==> src/rtl/asyn_dual_8x16_ram_pkg.sv <==
// Shared defaults and types for the 8x16 simple dual-port RAM.
package asyn_dual_8x16_ram_pkg;

    localparam int DEF_DATA_WIDTH = 16;
    localparam int DEF_DATA_DEPTH = 8;
    localparam int DEF_DATA_ADDR  = 3;

    typedef logic [DEF_DATA_WIDTH-1:0] word_t;
    typedef logic [DEF_DATA_ADDR-1:0]  addr_t;

endpackage

==> src/rtl/asyn_dual_8x16_ram_array.sv <==
// Storage array: one register per word so the synchronous clear can zero every word in one edge.
module asyn_dual_8x16_ram_array
    import asyn_dual_8x16_ram_pkg::*;
#(
    parameter int DATA_WIDTH = DEF_DATA_WIDTH,
    parameter int DATA_DEPTH = DEF_DATA_DEPTH,
    parameter int DATA_ADDR  = DEF_DATA_ADDR
) (
    input  logic                  clk,
    input  logic                  clear,
    input  logic                  we,
    input  logic [DATA_ADDR-1:0]  wr_addr,
    input  logic [DATA_WIDTH-1:0] d_in,
    input  logic [DATA_ADDR-1:0]  rd_addr,
    output logic [DATA_WIDTH-1:0] rd_data
);

    logic [DATA_WIDTH-1:0] mem_reg [DATA_DEPTH];

    generate
        for (genvar gi = 0; gi < DATA_DEPTH; gi++) begin : g_word
            always_ff @(posedge clk) begin
                if (clear) begin
                    mem_reg[gi] <= '0;
                end else if (we && (wr_addr == DATA_ADDR'(gi))) begin
                    mem_reg[gi] <= d_in;
                end
            end
        end
    endgenerate

    // Pre-write contents; the top decides whether to bypass on a collision.
    assign rd_data = mem_reg[rd_addr];

endmodule

==> src/rtl/asyn_dual_8x16_ram.sv <==
// Simple dual-port RAM top: read register, collision handling and geometry check.
// Define RAM_WR_BYPASS_EN for write-first collisions; the default build is read-first.
module asyn_dual_8x16_ram
    import asyn_dual_8x16_ram_pkg::*;
#(
    parameter int DATA_WIDTH = DEF_DATA_WIDTH,
    parameter int DATA_DEPTH = DEF_DATA_DEPTH,
    parameter int DATA_ADDR  = DEF_DATA_ADDR
) (
    input  logic                  clk,
    input  logic                  clear,
    input  logic                  we,
    input  logic [DATA_ADDR-1:0]  wr_addr,
    input  logic [DATA_WIDTH-1:0] d_in,
    input  logic                  re,
    input  logic [DATA_ADDR-1:0]  rd_addr,
    output logic [DATA_WIDTH-1:0] d_out
);

    generate
        if (DATA_DEPTH != 2 ** DATA_ADDR) begin : g_bad_geometry
            $error("asyn_dual_8x16_ram: DATA_DEPTH must equal 2**DATA_ADDR");
        end
    endgenerate

    logic [DATA_WIDTH-1:0] array_rd_data;
    logic [DATA_WIDTH-1:0] rd_word_next;
    logic [DATA_WIDTH-1:0] d_out_reg;

    asyn_dual_8x16_ram_array #(
        .DATA_WIDTH (DATA_WIDTH),
        .DATA_DEPTH (DATA_DEPTH),
        .DATA_ADDR  (DATA_ADDR)
    ) u_array (
        .clk     (clk),
        .clear   (clear),
        .we      (we),
        .wr_addr (wr_addr),
        .d_in    (d_in),
        .rd_addr (rd_addr),
        .rd_data (array_rd_data)
    );

`ifdef RAM_WR_BYPASS_EN
    logic collision;
    assign collision = we && re && (wr_addr == rd_addr);

    always_comb begin
        rd_word_next = array_rd_data;
        if (collision) begin
            rd_word_next = d_in;
        end
    end
`else
    always_comb begin
        rd_word_next = array_rd_data;
    end
`endif

    always_ff @(posedge clk) begin
        if (clear) begin
            d_out_reg <= '0;
        end else if (re) begin
            d_out_reg <= rd_word_next;
        end
    end

    assign d_out = d_out_reg;

endmodule

==> config.mk <==
export PLATFORM = sky130hd
export DESIGN_NAME = asyn_dual_8x16_ram
export DESIGN_NICKNAME = d
export VERILOG_FILES = /design/src/rtl/asyn_dual_8x16_ram_pkg.sv /design/src/rtl/asyn_dual_8x16_ram_array.sv /design/src/rtl/asyn_dual_8x16_ram.sv
export SDC_FILE = /design/constraint.sdc
export NUM_CORES = 1
export LEC_CHECK = 0
export ABC_CLOCK_PERIOD_IN_PS = 2740
export CORE_ASPECT_RATIO = 0.5
export CORE_MARGIN = 4
export CORE_UTILIZATION = 29
export DETAILED_ROUTE_END_ITERATION = 10
export PLACE_DENSITY = 0.46
export SYNTH_ARGS = -nofsm -noshare
export SYNTH_HDL_FRONTEND = slang
export SYNTH_SLANG_ARGS = --single-unit
==> constraint.sdc <==
create_clock -name clk -period 2.74 [get_ports clk]
set_clock_uncertainty 0.15 [all_clocks]
set_input_delay 0.274 -clock clk [delete_from_list [all_inputs] [get_ports clk]]
set_output_delay 0.274 -clock clk [all_outputs]
set_load 0.02 [all_outputs]
## After elaboration in Yosys (flattened, before gate mapping)

Memories as Yosys holds them, arrays and structs flattened. A register that Yosys moved wholly into a read port is not among the register bits.
Index checks and enable logic that the tools add are counted.

| operators by class | value |
|---|---|
| bitwise operators | 8 |
| reductions and logical operators | 9 |
| mux-type cells | 34 |
| eq/ne operators | 7 |

Operators by type and width:

| cell | count |
|---|---|
| 16-bit two-way mux | 8 |
| 1-bit two-way mux | 26 |
| 3-bit == test, second input constant | 4 |
| 1-bit logical AND | 8 |
| 1-bit bitwise OR | 8 |
| 3-bit by 2-bit == test with 1-bit output, second input constant | 2 |
| 3-bit by 1-bit == test with 1-bit output, second input constant | 1 |
| 3-bit logical NOT | 1 |

| storage, ports and cells | value |
|---|---|
| RAM bits | 128 |
| memories kept | 1 |
| output and inout bits | 16 |
| flip-flop bits (word level) | 0 |

Memories:

| memory | depth | width | rd ports | clocked after Yosys merged registers in | write ports | RTL line | RTL |
|---|---|---|---|---|---|---|---|
| u_array.mem_reg | 8 | 16 | 1 | 1 | 8 | asyn_dual_8x16_ram_array.sv:18 | `logic [DATA_WIDTH-1:0] mem_reg [DATA_DEPTH];` |

## Longest topological paths before layout

| depth | value |
|---|---|
| depth after elaboration | 6 |
| depth in mapped cells | 7 |
| gate-level depth less buffers | 4 |

## By module

From an unflattened synthesis, not the netlist that was laid out.

| second synthesis, totals | value |
|---|---|
| cell total of the unflattened synthesis | 426 |
| area, all modules | 6422.4 um^2 |

Modules (own cells, without submodules):

| module | cells an instance | instances | seq. area each (um^2) | area an instance (um^2) |
|---|---|---|---|---|
| asyn_dual_8x16_ram_array | 374 | 1 | 3843.7 | 5841.9 |
| asyn_dual_8x16_ram | 52 | 1 | 320.3 | 580.6 |

## Least setup slack after synthesis

OpenSTA, ideal clock, no wires.

| timing path | value |
|---|---|
| path kind | input to register |
| start | input wr_addr[1] |
| end | memory u_array.mem_reg[4][0] (netlist bit) (enable) |
| data required time | 2.198 ns |
| stages | 2 |
| slack | 0.914 ns |
| setup time | 0.392 ns |
| arrival time | 1.283 ns |
| buffers on the path | 0 |
| path through | nand2b_1 > o21bai_1 |

RTL lines:

| item | RTL line | RTL |
|---|---|---|
| start, declared | asyn_dual_8x16_ram.sv:13 | `input logic [DATA_ADDR-1:0] wr_addr,` |
| end, declared | asyn_dual_8x16_ram_array.sv:18 |  |

==> run summary <==
Row count - 38
Initial antenna violation count - 0
Crit-path max FO - 16
Final #Nets - 543
Cell taking the most area after synthesis - edfxtp_1
Leak - 2.88 nW
Gr ovfl total - 0
Launch point of the worst reg-to-reg path - u_array.mem_reg[3][3]$_SDFFCE_PN0P_
Hpwl dp - 11.4 mm
Seq pwr share - 47.6%
Fin crit share - 81.6%
Setup Fix Bufs, Post-CTS - 0
Global placement routability congestion - 0.738
Share of cells above drive strength 1 - 21.9%
Net Count, Synth - 482
Post-synthesis sequential area ratio - 63.9%
Net Sw Power - 1.24 mW
Required @ worst endpoint - 2.87 ns
Slowest CP cell - nor2_1
Vias per cell - 4.56
Post-Route Utilization - 36.4%
Worst-Margin Slew - 1.08 ns
Area share of the largest cell type after synthesis - 59.0%
P&R area growth vs syn - 22.1%
Vias in the first global route - 4023
Minimum clock period after layout - 2.24 ns
Crit path depth - 5
Clk buf depth - 2
PD cells - 681 mW/mm2
Worst setup SP type - primary input
FF-to-FF path depth - 4
Initial DRC count - 263
Largest register FFs - 128
Setup TNS Final - 0 ns
Final hold violation count - 0
Initial Util - 29.8%
RSZ-0062 raised after global routing - false
Die height - 114 um
Clk pwr share - 42.7%
DP Cell Count - 798
Cells after synthesis - 456
WL final - 17.7 mm
EDFF count, synth - 128
Ys flop type - edfxtp_1
Cell Int Power - 4.18 mW
Global-route wire length before repair - 26.6 mm
Worst skew pair latency - 0.42 ns
Syn. warnings - 0
CP cell instances - clkdlybuf4s50_1 > nor2b_1 > nand2b_1 > nor2_1 > and2_1
Detailed Routing Iterations Pass 1 - 4
Max Slew Vio Count - 0
Syn_area_per_cell - 14.3 um2
Max Cap Viol - 0
H-tree depth - 4
Pin count of the biggest net entering global routing - 33
Sw Share - 22.9%
Root buf cell - clkbuf_16
DR DRC count - 0
Worst setup endpoint - u_array.mem_reg[6][8]$_SDFFCE_PN0P_
Max-slew headroom - 27.5%
Flop2flop setup slack - 1.28 ns
Synth top cells by count - and2_1 (128), edfxtp_1 (128), mux2_2 (32), mux2i_1 (32), nor2_1 (21)
Post-route ant nets - 0
Post-CTS sizing - 0
# clock sinks - 144
Worst path bufs/invs - 1
Largest stage delay, worst path - 0.85 ns
Hold Buf Count CTS - 0
Crit path from - we
Io pins - 42
Top delay family on crit path - simple AND/OR/NAND/NOR gates
Overall power - 5.42 mW
Kind of critical path - in -> reg
RR Endpoint - d_out[3]$_SDFFE_PP0P_
Fmax - 0.447 GHz
GRT Total Usage - 14.8%
Critical Path AT - 2.36 ns
Number of vias in the routed layout - 3793
Hold Crit Class - reg -> reg
Core area - 0.0219 mm2
Peak VDD IR - 426 uV
Final cell count without fillers - 831
Ys async rst share - 0%
Clock slew at reported path FFs - 0.06 ns
Yosys cell types - 27
WL/cell - 21.3 um
Nature of the critical path endpoint - flip-flop
Final Setup Violations - 0
CTS Buf Count - 17
Post-Synthesis Cell Area - 0.00651 mm2
FF+latch count, synth - 144
IO Port Bufs - 41
CTS tree - done
Outcome - finished clean
Die Area - 0.0251 mm2
Top cells by area, synth - edfxtp_1 (59%), and2_1 (12%), mux2_2 (5.5%)
Die width - 220 um
Gate power share - 9.7%
-- layout make-up --
cell class,count,area (um2)
timing repair buffer,69,631
fill,2099,13900
tap,300,375
multi-input combinational,285,2180
antenna,1,2.50
clock inverter,7,42.5
sequential,144,4160
clock buffer,25,559
-- worst min-delay path by stage --
stage / from / slack [ns] / cells after the start / endpoint
after floorplan: re / 0.31 / 2 / d_out[1]$_SDFFE_PP0P_
after global placement: d_out[3]$_SDFFE_PP0P_ / 0.33 / 2 / d_out[3]$_SDFFE_PP0P_
after detailed placement: d_out[3]$_SDFFE_PP0P_ / 0.33 / 2 / d_out[3]$_SDFFE_PP0P_
after CTS: d_out[3]$_SDFFE_PP0P_ / 0.34 / 2 / d_out[3]$_SDFFE_PP0P_
after global routing: d_out[1]$_SDFFE_PP0P_ / 0.37 / 2 / d_out[1]$_SDFFE_PP0P_
final: d_out[3]$_SDFFE_PP0P_ / 0.34 / 2 / d_out[3]$_SDFFE_PP0P_
-- power groups by stage --
| stage | Clock [mW] | Sequential [mW] | Combinational (mW) |
|---|---|---|---|
| floorplan | 0 | 2.64 | 0.270 |
| global placement | 0 | 2.62 | 0.534 |
| detailed placement | 0 | 2.62 | 0.535 |
| CTS | 2.36 | 2.58 | 0.537 |
| global route | 2.46 | 2.59 | 0.565 |
| finish | 2.31 | 2.58 | 0.525 |
-- stage by stage --
stage,instance area [um2],setup slack [ns],hold WS (ns)
final,7950,0.503,0.337
after global routing,7950,0.285,0.366
after CTS,7950,0.453,0.337
after detailed placement,7350,0.00986,0.329
after global placement,7350,0.0574,0.327
after floorplan,6510,0.914,0.307
-- per-layer routing --
layer,GRT usage [%],up-vias,routed length [um]
li1,-,1811,-
met1,21.0,1915,8780
met2,23.2,55,8200
met3,2.66,12,539
met4,4.60,0,179
met5,0,-,0
-- layout by cell type, fill, tap and decap left out, types with 6 or more instances in the layout --
master / n
mux2_2: 32
and2_1: 128
a211oi_2: 11
nor2_1: 21
buf_4: 28
clkbuf_16: 20
edfxtp_1: 128
dfxtp_1: 16
clkdlybuf4s50_1: 40
mux2i_1: 32
o21bai_2: 6
o22ai_1: 13
a221o_1: 13
-- worst register-to-register path, stage by stage (launching register included) --
cell	delay (ns)
edfxtp_1	0.35
mux2i_1	0.37
a22oi_1	0.16
o221ai_1	0.16
a211oi_1	0.12
-- cells by family (layout without fill, tap and decap cells) --
logic type	Yosys count	after routing	share of synthesized area, %
other	0	1	0
buffers and inverters	27	101	3.02
and+or+nand+nor	165	165	15.0
AOI/OAI and AO/OA	56	56	7.63
DFF	144	144	63.9
muxes	64	64	10.5
(Power assumes the default switching activity.)
